## config.mk

```make
export PLATFORM = sky130hd
export DESIGN_NAME = bp_axil_read_arbiter
export DESIGN_NICKNAME = d
export VERILOG_FILES = /design/src/rtl/bp_axil_read_arbiter.sv
export SDC_FILE = /design/constraint.sdc
export NUM_CORES = 1
export LEC_CHECK = 0
export BUFFER_PORTS_ARGS = -buffer_cell sky130_fd_sc_hd__buf_2
export CELL_PAD_IN_SITES_DETAIL_PLACEMENT = 1
export CELL_PAD_IN_SITES_GLOBAL_PLACEMENT = 1
export CORE_MARGIN = 1
export CORE_UTILIZATION = 26
export CTS_CLUSTER_DIAMETER = 50
export DETAILED_ROUTE_END_ITERATION = 8
export GPL_ROUTABILITY_DRIVEN = 0
export PLACE_DENSITY = 0.89
export REMOVE_ABC_BUFFERS = 1
export SYNTH_ARGS = -nofsm -noshare
export SYNTH_HDL_FRONTEND = slang
export SYNTH_SLANG_ARGS = --single-unit
```

## constraint.sdc

```tcl
create_clock -name clk_i -period 2.8 [get_ports clk_i]
set_clock_uncertainty 0.05 [all_clocks]
set_input_delay 0.56 -clock clk_i [delete_from_list [all_inputs] [get_ports clk_i]]
set_output_delay 0.56 -clock clk_i [all_outputs]
set_load 0.03 [all_outputs]
```

## src/rtl/bp_axil_read_arbiter.sv

```systemverilog
// ----------------------------------------------------------------------------
// bp_axil_read_arbiter: round-robin sharing of one AXI-Lite AR/R master port
// among num_req_p requesters, with credit-bounded, in-order response routing.
// Rev 1.0
// ----------------------------------------------------------------------------
`default_nettype none

module bp_axil_read_arbiter #(
  parameter int num_req_p    = 2,
  parameter int addr_width_p = 64,
  parameter int data_width_p = 32,
  parameter int credits_p    = 8
) (
  input  logic                              clk_i,
  input  logic                              reset_i,

  input  logic [num_req_p-1:0]              req_v_i,
  input  logic [num_req_p*addr_width_p-1:0] req_addr_i,
  output logic [num_req_p-1:0]              req_ready_and_o,

  output logic [num_req_p-1:0]              resp_v_o,
  output logic [data_width_p-1:0]           resp_data_o,
  output logic                              resp_err_o,
  input  logic [num_req_p-1:0]              resp_ready_and_i,

  output logic [addr_width_p-1:0]           m_axil_araddr,
  output logic                              m_axil_arvalid,
  input  logic                              m_axil_arready,
  output logic [2:0]                        m_axil_arprot,

  input  logic [data_width_p-1:0]           m_axil_rdata,
  input  logic                              m_axil_rvalid,
  output logic                              m_axil_rready,
  input  logic [1:0]                        m_axil_rresp,

  output logic                              spurious_o
);

  localparam int ptr_w = (num_req_p > 1) ? $clog2(num_req_p) : 1;
  localparam int cnt_w = $clog2(credits_p + 1);
  localparam int tag_w = (credits_p > 1) ? $clog2(credits_p) : 1;

  typedef enum logic [0:0] {
    e_idle = 1'b0,
    e_send = 1'b1
  } state_e;

  state_e                    state_q, state_d;
  logic [ptr_w-1:0]          rr_ptr_q, rr_ptr_d;
  logic [ptr_w-1:0]          id_q, id_d;
  logic [addr_width_p-1:0]   addr_q, addr_d;
  logic [cnt_w-1:0]          outstanding_q;
  logic [ptr_w-1:0]          tag_mem_q [credits_p];
  logic [tag_w-1:0]          wr_ptr_q, rd_ptr_q;
  logic                      spurious_q;

  logic                      found;
  logic [ptr_w-1:0]          winner;
  logic                      ar_hs, pop, fifo_empty;
  logic [ptr_w-1:0]          head;
  int                        idx;

  function automatic logic [tag_w-1:0] tag_inc(input logic [tag_w-1:0] p);
    return (p == tag_w'(credits_p - 1)) ? '0 : p + tag_w'(1);
  endfunction

  // Cyclic first-set search starting at the round-robin pointer.
  always_comb begin
    found  = 1'b0;
    winner = '0;
    idx    = 0;
    for (int i = 0; i < num_req_p; i++) begin
      idx = int'(rr_ptr_q) + i;
      if (idx >= num_req_p) idx = idx - num_req_p;
      if (!found && req_v_i[idx]) begin
        found  = 1'b1;
        winner = ptr_w'(idx);
      end
    end
  end

  always_comb begin
    state_d         = state_q;
    rr_ptr_d        = rr_ptr_q;
    addr_d          = addr_q;
    id_d            = id_q;
    req_ready_and_o = '0;
    m_axil_arvalid  = 1'b0;
    case (state_q)
      e_idle: begin
        if (!reset_i && found && (outstanding_q < cnt_w'(credits_p))) begin
          req_ready_and_o[winner] = 1'b1;
          addr_d   = req_addr_i[winner*addr_width_p +: addr_width_p];
          id_d     = winner;
          rr_ptr_d = (winner == ptr_w'(num_req_p - 1)) ? '0 : winner + ptr_w'(1);
          state_d  = e_send;
        end
      end
      e_send: begin
        m_axil_arvalid = 1'b1;
        if (m_axil_arready) state_d = e_idle;
      end
      default: state_d = e_idle;
    endcase
  end

  assign m_axil_araddr = addr_q;
  assign m_axil_arprot = 3'b000;
  assign ar_hs         = (state_q == e_send) && m_axil_arready;

  // The tag FIFO occupancy doubles as the outstanding-read credit count.
  assign fifo_empty = (outstanding_q == '0);
  assign head       = tag_mem_q[rd_ptr_q];

  always_comb begin
    resp_v_o      = '0;
    m_axil_rready = 1'b1;
    if (!fifo_empty) begin
      m_axil_rready  = resp_ready_and_i[head];
      resp_v_o[head] = m_axil_rvalid;
    end
  end

  assign pop         = m_axil_rvalid && m_axil_rready && !fifo_empty;
  assign resp_data_o = m_axil_rdata;
  assign resp_err_o  = m_axil_rvalid && (m_axil_rresp != 2'b00);
  assign spurious_o  = spurious_q;

  always_ff @(posedge clk_i) begin
    if (reset_i) begin
      state_q       <= e_idle;
      rr_ptr_q      <= '0;
      id_q          <= '0;
      addr_q        <= '0;
      outstanding_q <= '0;
      wr_ptr_q      <= '0;
      rd_ptr_q      <= '0;
      spurious_q    <= 1'b0;
    end else begin
      state_q  <= state_d;
      rr_ptr_q <= rr_ptr_d;
      id_q     <= id_d;
      addr_q   <= addr_d;
      if (ar_hs) wr_ptr_q <= tag_inc(wr_ptr_q);
      if (pop)   rd_ptr_q <= tag_inc(rd_ptr_q);
      case ({ar_hs, pop})
        2'b10:   outstanding_q <= outstanding_q + cnt_w'(1);
        2'b01:   outstanding_q <= outstanding_q - cnt_w'(1);
        default: outstanding_q <= outstanding_q;
      endcase
      if (m_axil_rvalid && fifo_empty) spurious_q <= 1'b1;
    end
  end

  always_ff @(posedge clk_i) begin
    if (ar_hs) tag_mem_q[wr_ptr_q] <= id_q;
  end

endmodule

`default_nettype wire

```

# [Word-level counts from Yosys, hierarchy flattened]
# Memories as Yosys holds them, arrays and structs flattened. A register that Yosys moved wholly into a read port is not among the register bits.
# Index checks and enable logic that the tools add are counted.
[word_totals] output_inout_bits=107 reg_bits=78 memories=1 ram_bits=8
[classes] shift=1 order_cmp=9 n_eq_ne=4 n_addsub=8 bitwise_logic=2 n_reduce_logical=17 muxes=34
[memory_table] name="tag_mem_q" depth=8 width=1 read_ports=1 rd_clocked_by_memory_dff=1 wr=1 line="53" rtl="logic [ptr_w-1:0] tag_mem_q [credits_p];"
[ops] operator="variable part select 128 x 8 -> 64 bit" n=1
[ops] operator="less-than comparator 32 x 3 -> 1 bit, second input constant" n=2
[ops] operator="2-to-1 mux 32 bit" n=2
[ops] operator="2-to-1 mux 1 bit" n=21
[ops] operator="2-to-1 mux 3 bit" n=4
[ops] operator="logical AND 1 bit" n=10
[ops] operator="one-hot mux 4 bit (2 select lines)" n=1
[ops] operator="adder 3 x 1 -> 3 bit, second input constant" n=2
[ops] operator="== test 3 bit, second input constant" n=2
[ops] operator="2-to-1 mux 2 bit" n=3
[ops] operator="adder 4 x 1 -> 4 bit, second input constant" n=1
[ops] operator="zero test 4 bit" n=1
[ops] operator="less-than comparator 1 x 2 -> 1 bit, second input constant" n=2
[ops] operator="less-than comparator 4 bit, second input constant" n=1
[ops] operator="nonzero test 2 bit" n=2
[ops] operator="subtractor 4 x 1 -> 4 bit, second input constant" n=1
[ops] operator="zero test 1 bit" n=3
[ops] operator="subtractor 1 x 2 -> 3 bit, second input constant" n=1
[ops] operator="subtractor 2 x 2 -> 3 bit, second input constant" n=1
[ops] operator="adder 1 x 1 -> 2 bit, second input constant" n=1
[ops] operator="bitwise AND 2 bit" n=1
[ops] operator="demux 1 bit (select 1 bit)" n=2
[ops] operator="== test 2 x 1 -> 1 bit, second input constant" n=1
[ops] operator="== test 2 bit, second input constant" n=1
[ops] operator="7 further kinds" n=8

# [Longest topological paths before layout]
# Gate-level depths: netlist (run 1).
[logic_depth] ltp_word=15 depth_mapped=11 mapped_depth_nobuf=10

# [Least setup slack after synthesis (run 1)]
# No wires, ideal clock.
[synth_timing] path_type="register -> register" startpoint="register (tool-made name)" endpoint="register outstanding_q[2]" path_stages_with_launch=12 arrival_ps=2678 period_less_slack_ps=2798 required_ps=2680 path_slack_ps=2 path_cell_list="dfxtp_1 mux4_1 mux2i_1 buf_4 mux2i_1 ha_1 xor2_1 ha_1 a21oi_1 xor2_1 or3_1 a21oi_1"
[synth_lines] item="end signal, assigned" line="147" rtl="2'b10: outstanding_q <= outstanding_q + cnt_w'(1);"
[synth_lines] item="end signal, assigned" line="148" rtl="2'b01: outstanding_q <= outstanding_q - cnt_w'(1);"
[synth_lines] item="end signal, assigned" line="149" rtl="default: outstanding_q <= outstanding_q;"
[synth_lines] item="end, declared" line="52" rtl="logic [cnt_w-1:0] outstanding_q;"

==> results of run 1 <==
-- per-stage QoR --
step / worst slack [ns] / setup TNS [ns] / instances / total power [mW]
after detailed placement: -0.00843 / -0.00843 / 716 / 2.13
after CTS: 0.00325 / 0 / 736 / 3.33
after global placement: 0.104 / 0 / 716 / 2.11
after floorplan: -1.05 / -58.84 / 317 / 1.83
after global routing: -0.0801 / -0.133 / 737 / 3.46
final: 0.0842 / 0 / 737 / 3.29
-- report_power, final --
part / total (mW) / switching (mW) / internal, mW
Sequential: 1.43 / 0.0577 / 1.37
Combinational: 0.687 / 0.414 / 0.273
Clock: 1.17 / 0.495 / 0.677
Total: 3.29 / 0.967 / 2.32
-- worst reg2reg max path: stages (launching register included) --
cell and delay [ns]:
dfxtp_2 0.36, mux4_2 0.53, mux2i_4 0.19, mux2i_2 0.30, ha_2 0.24, xor2_1 0.17, ha_2 0.19, a21oi_1 0.04
xor2_1 0.17, or3_1 0.30, a21oi_1 0.11
-- what timing repair did --
action / CTS / global route
setup buffers: 4 / 1
gates resized for setup: 2 / 7
endpoints found under the setup margin: 2 / 3
hold endpoints to repair: 0 / 0
pin swaps: 1 / 2
-- Yosys cell counts, drive strengths merged, types with 2 or more instances --
cell / number
xor2: 3
mux2i: 4
nor2: 78
edfxtp: 8
inv: 5
a222oi: 64
ha: 7
or3b: 2
o21ai: 6
a21oi: 9
nand3: 4
mux4: 2
nor3: 8
dfxtp: 81
clkbuf: 13
or3: 3
buf: 54
nand2: 8
nand2b: 5
-- routing by layer --
layer	vias up	routed length, microns	GRT usage [%]
met1	1846	5660	21.4
met2	203	6310	29.0
met3	18	1590	10.2
met4	2	189	4.97
li1	1765	-	-
met5	-	77	4.51
-- path summary, 6_finish.rpt --
path,startpoint,to,slack (ns),depth (start not counted)
max,register,m_axil_rready,0.08,7
min,req_addr_i[84],m_axil_araddr[20],0.41,3
max reg2reg,register,outstanding_q[2],0.09,10
min reg2reg,spurious_o,spurious_o,0.41,2
-- flip-flops by register name (all words and copies together) (netlist names), 3 cells and up, named ones only --
register / flops
outstanding_q: 4
rd_ptr_q: 3
wr_ptr_q: 3
m_axil_araddr: 64
tag_mem_q: 8
-- cell families (layout without fill, tap and decap cells) --
family	Yosys count	after routing
fa+ha+maj	7	7
compound gates	89	89
simple gates	114	114
buf+inv	72	245
flops	89	89
mux	7	7
xor+xnor	3	3
other cells	1	3
-- placed cells by master (no fill, tap or decap), types with 2 or more instances in the layout --
cell / Yosys / routed
dfxtp_1: 81 / 80
nand3_1: 4 / 4
nand2b_1: 5 / 5
o21ai_0: 5 / 5
clkbuf_8: 0 / 3
nand2_1: 8 / 8
ha_2: 0 / 3
mux4_2: 0 / 2
a222oi_1: 64 / 64
nor3_1: 8 / 8
clkbuf_16: 0 / 9
buf_2: 12 / 209
xor2_1: 3 / 3
buf_4: 40 / 13
a21oi_1: 9 / 9
edfxtp_1: 8 / 8
or3_1: 3 / 3
conb_1: 1 / 3
mux2i_1: 4 / 2
buf_12: 0 / 2
inv_1: 5 / 5
or3b_1: 2 / 2
ha_1: 7 / 4
nor2_1: 78 / 78
-- layout make-up --
| type | instances | area [sq um] |
|---|---|---|
| Sequential cell | 89 | 1860 |
| Timing Repair Buffer | 224 | 1180 |
| Clock inverter | 3 | 21.3 |
| Inverter | 5 | 18.8 |
| Fill cell | 1694 | 8950 |
| Tap cell | 180 | 225 |
| Clock buffer | 13 | 270 |
| Multi-Input combinational cell | 223 | 1570 |
==> metrics.md, run 1 <==
| Metric | Value |
|---|---|
| Layout cells sized above 1 | `~45%` |
| Initial Util | `27.1%` |
| Max Clk Rate | `~370 MHz` |
| Power per cell area | `approximately 640 nW/um^2` |
| Synth Flop Type | `dfxtp_1` |
| Core footprint | `between 10000 and 15000 sq um` |
| Final WL | `between 10 and 15 mm` |
| Fin crit share | `between 90 and 100%` |
| Synth area leaders | `dfxtp_1, a222oi_1, buf_4, nor2_1, edfxtp_1` |
| Root Buffer | `clkbuf_16` |
| Largest family of logic cells by synthesized area | `compound AO/OA/AOI/OAI gates` |
| Final #Nets | `about 730` |
| Outcome | `complete, no violations` |
| Starting DRC count in detailed routing | `322` |
| Worst hold slack | `just over 0.4 ns` |
| Crit-path cells | `mux4_2 -> mux2i_4 -> buf_4 -> buf_4 -> nor2_1 -> a221o_1 -> buf_2` |
| Static Leak | `2.41 nW` |
| Yosys top cell area share | `between 40% and 50%` |
| Placed cell area | `about 4800 sq um` |
| Grt total ovfl | `0` |
| Slew at the pin closest to its max-slew limit | `around 0.93 ns` |
| Clk_lat worst skew | `between 0.3 and 0.4 ns` |
| Ys async rst share | `0%` |
| Post-layout min period | `between 2 and 3 ns` |
| Multiplexer area fraction after synthesis | `under 10%` |
| Global-route wire length before repair | `20.9 mm` |
| Post-Syn Instances | `between 300 and 400` |
| Total Routing Usage GR | `~19%` |
| Vias in the first global route | `between 3000 and 4000` |
| Worst rel slew slack | `between 30% and 40%` |
| YS warnings | `0` |
| Hold Path Class | `input pin to register` |
| Xor-xnor portion of the synthesized cell area | `0.687%` |
| RSZ-0062 raised after global routing | `true` |
| Die height | `~120 microns` |
| Final setup fails | `0` |
| CP Max Fanout | `3` |
| Startpoint Class | `register` |
| Buf/Inv on CP | `3` |
| Critical Path AT | `about 2.1 ns` |
| Post-Syn Area | `~3800 sq um` |
| Synth cell types | `40` |
| Synth Register Bits | `89` |
| IO buf count | `between 200 and 250` |
| Largest net degree at the start of global routing | `66` |
| Num rows | `43` |
| Ports | `~280` |
| Remaining antenna violation count | `0` |
| Vias post-DR | `3834` |
| Critical path endpoint category | `output port` |
| Slowest cell delay on critical path | `0.53 ns` |
| EDFF count, synth | `8` |
| Clock slew at reported path FFs | `around 0.060 ns` |
| Initial antenna violation count | `0` |
| Worst path top cell family by delay | `multiplexers` |
| Post-route DRC | `0` |
| Post-Synth Simple-Gate Area | `roughly 13%` |
| Synth Area per Inst | `roughly 10 sq um` |
| Fin. Hold Viols | `0` |
| CTS buffer count | `9` |
| Most used cell along the critical path | `buf_4` |
| Clk sink count | `89` |
| Sequential area share after synthesis | `about half` |
| Drt pass-1 iters | `8` |
| Post-DP HPWL | `10.3 mm` |
| Kind of critical path | `register to output port` |
| CTS max path bufs | `2` |
| Wire per inst | `about 19 microns` |
| Die ar. | `between 15000 and 20000 sq um` |
| Synth Area in Adders | `~2.3%` |
| Compound-Gate Fraction of Synth Area | `between 20% and 30%` |
| Critical Path Slowest Stage Cell | `mux4_2` |
| Vias per cell | `5.20` |
| H-Tree Depth | `3` |
| Max-slew violation count | `0` |
| Horiz. Die Dim | `about 120 microns` |
| Post-route design area | `approximately 5000 sq um` |
| Worst VDD drop | `~0.00027 V` |
| Hold Buf Count CTS | `0` |
| Syn-to-layout area delta | `34.7%` |
| Post-synth top area cell | `dfxtp_1` |
| CP Data Required Time | `2.19 ns` |
| Core Util, Final | `36.5%` |
| Max Cap Violations | `0` |
| Number of diodes | `0` |
| CTS tree | `built` |
Note: power is estimated with default switching activity, not from simulation.
==> run 2, diff against run 1 <==
- CELL_PAD_IN_SITES_DETAIL_PLACEMENT: 1 -> not set
- CELL_PAD_IN_SITES_GLOBAL_PLACEMENT: 1 -> not set
- CORE_AREA: not set -> 2 2 108 110
- CORE_MARGIN: 1 -> not set
- CORE_UTILIZATION: 26 -> not set
- DIE_AREA: not set -> 0 0 110 112
- PLACE_DENSITY: 0.89 -> 0.84
==> run 2 against run 1 <==
Die area shrank 19%. Setup slack lost 0.0073 ns. Largest power group unchanged. Highest routed layer unchanged. Sequential cell count is the same.
==> metrics.md, run 2 (synthesis results as in run 1) <==
| Metric | Value |
|---|---|
| Outcome | `complete, no violations` |
| CTS tree | `built` |
| Clk sink count | `89` |
| Vias post-DR | `about 3900` |
| Max Clk Rate | `between 300 and 400 MHz` |
| Worst rel slew slack | `between 50% and 60%` |
| Wire per inst | `18.9 microns` |
| Initial antenna violation count | `0` |
| Reg2reg start | `tag_mem_q[5]` |
| Cell Count Post-Placement | `680` |
| Remaining antenna violation count | `0` |
| Buf/Inv on CP | `3` |
| Hold Path Class | `input pin to register` |
| Critical path endpoint category | `output port` |
| Final WL | `13.2 mm` |
| Max FFs per register | `64` |
| Final setup fails | `0` |
| Total Power | `between 3 and 4 mW` |
| Flop2flop setup slack | `between 0.07 and 0.08 ns` |
| CTS max path bufs | `2` |
| Max Cap Violations | `0` |
| Clk_lat worst skew | `~0.34 ns` |
| Largest net degree at the start of global routing | `66` |
| IO buf count | `approximately 210` |
| Core footprint | `11200 sq um` |
| Slew at the pin closest to its max-slew limit | `about 0.68 ns` |
| Layout cells sized above 1 | `between 40% and 50%` |
| Horiz. Die Dim | `roughly 110 microns` |
| Slowest cell delay on critical path | `0.51 ns` |
| Post-route DRC | `0` |
| Worst path top cell family by delay | `multiplexers` |
| Commonest cells after routing, fill and taps aside | `buf_2, dfxtp_1, nor2_1` |
| Die ar. | `about 12000 sq um` |
| Setup TNS Final | `0 ns` |
| Global-route wire length before repair | `around 19 mm` |
| Root Buffer | `clkbuf_16` |
| Grt total ovfl | `0` |
| Worst path depth | `7` |
| Kind of critical path | `register to output port` |
| Most common cell after layout, fill and taps aside | `buf_2` |
| Crit path capture | `m_axil_rready` |
| Ports | `approximately 280` |
| Post-DP HPWL | `approximately 10 mm` |
| Critical Path AT | `around 2.1 ns` |
| RSZ-0062 raised after global routing | `true` |
| Initial Util | `between 30 and 40%` |
| Power per cell area | `between 600 and 700 nW/um^2` |
| Worst VDD drop | `between 0.0003 and 0.0004 V` |
| Vias per cell | `roughly 5.6` |
| Starting DRC count in detailed routing | `438` |
| CP startpoint | `tag_mem_q[5]` |
| CP Max Fanout | `3` |
| Max-slew violation count | `0` |
| Drt pass-1 iters | `8` |
| Die height | `between 100 and 150 microns` |
| Vias in the first global route | `roughly 3700` |
| Crit Reg-Reg Endpoint | `outstanding_q[2]` |
| Critical Path Slowest Stage Cell | `mux4_2` |
| CP Data Required Time | `2.19 ns` |
| Worst R2R Path Depth | `10` |
| Static Leak | `approximately 2.4 nW` |
| Fill cell count | `1081` |
| Fin crit share | `between 90% and 100%` |
| H-Tree Depth | `3` |
| Most used cell along the critical path | `buf_4` |
| Hold Buf Count CTS | `0` |
| Fin. Hold Viols | `0` |
| Post-layout min period | `around 2.7 ns` |
| CTS buffer count | `9` |
| Placed cell area | `between 4000 and 5000 sq um` |
| Num rows | `39` |
| Core Util, Final | `a little under half` |
| Total Routing Usage GR | `between 20% and 30%` |
| Syn-to-layout area delta | `32.7%` |
| Startpoint Class | `register` |
| Final #Nets | `between 700 and 800` |
| Clock slew at reported path FFs | `~0.07 ns` |
| Final Instance Count excl. Fillers | `700` |
| Crit-path cells | `mux4_2 -> mux2i_4 -> buf_4 -> buf_4 -> nor2_1 -> a221o_1 -> buf_6` |
| Post-route design area | `~5100 sq um` |
| Number of diodes | `0` |
run 2: changes by cell type in the layout (fill, tap and decap cells not counted), sizes merged:
cell and change:
clkbuf -2, clkinv +2, clkinvlp +1, inv -1
run 2: per-stage QoR:
step / setup slack, ns / hold WS, ns
CTS: 0.0146 / 0.386
global route: -0.0623 / 0.413
finish: 0.0769 / 0.402
global placement: 0.102 / 0.393
detailed placement: 0.0273 / 0.401
floorplan: -1.05 / 0.404
run 2: worst min-delay path, cell delays in order:
cell,delay (ns)
buf_2,0.07
a222oi_1,0.05
nor2_1,0.07
run 2: metal layers:
layer / GRT usage [%] / vias to the layer above / share of wire, %
met5: 5.46 / - / 0.55
met4: 5.40 / 2 / 1.4
met3: 12.6 / 15 / 14
met2: 31.3 / 247 / 44
met1: 25.3 / 1864 / 40
li1: - / 1766 / -
run 2: layout make-up:
cell class                 count  area [sq um]  share of cell area [%]
clock buffer                  11           233                    4.59
tap                          143           179                    3.53
multi-input combinational    223          1570                    30.9
clock inverter                 5          33.8                   0.666
timing repair buffer         224          1180                    23.2
inverter                       5          18.8                   0.370
sequential                    89          1860                    36.7
run 2: where the power goes:
group	internal [mW]	total [mW]	switching [mW]
Combinational	0.271	0.679	0.408
Sequential	1.37	1.43	0.0581
Clock	0.600	1.09	0.491
run 2: how the worst min path moves through the flow:
| stage | cells past startpoint | slack (ns) | to | from |
|---|---|---|---|---|
| 2_1_floorplan | 2 | 0.40 | register | rd_ptr_q[1] |
| 5_1_grt | 3 | 0.41 | m_axil_araddr[3] | req_addr_i[67] |
| 3_5_place_dp | 2 | 0.40 | spurious_o | spurious_o |
| 6_report | 3 | 0.40 | m_axil_araddr[47] | req_addr_i[111] |
| 3_3_place_gp | 2 | 0.39 | spurious_o | spurious_o |
| 4_1_cts | 3 | 0.39 | m_axil_araddr[47] | req_addr_i[111] |
run 2: what timing repair did:
action | in CTS | in global routing
endpoints found under the setup margin | 2 | 4
pin swaps | 0 | 2
resized for setup | 1 | 11
cloned | 0 | 0
setup buffers | 2 | 2
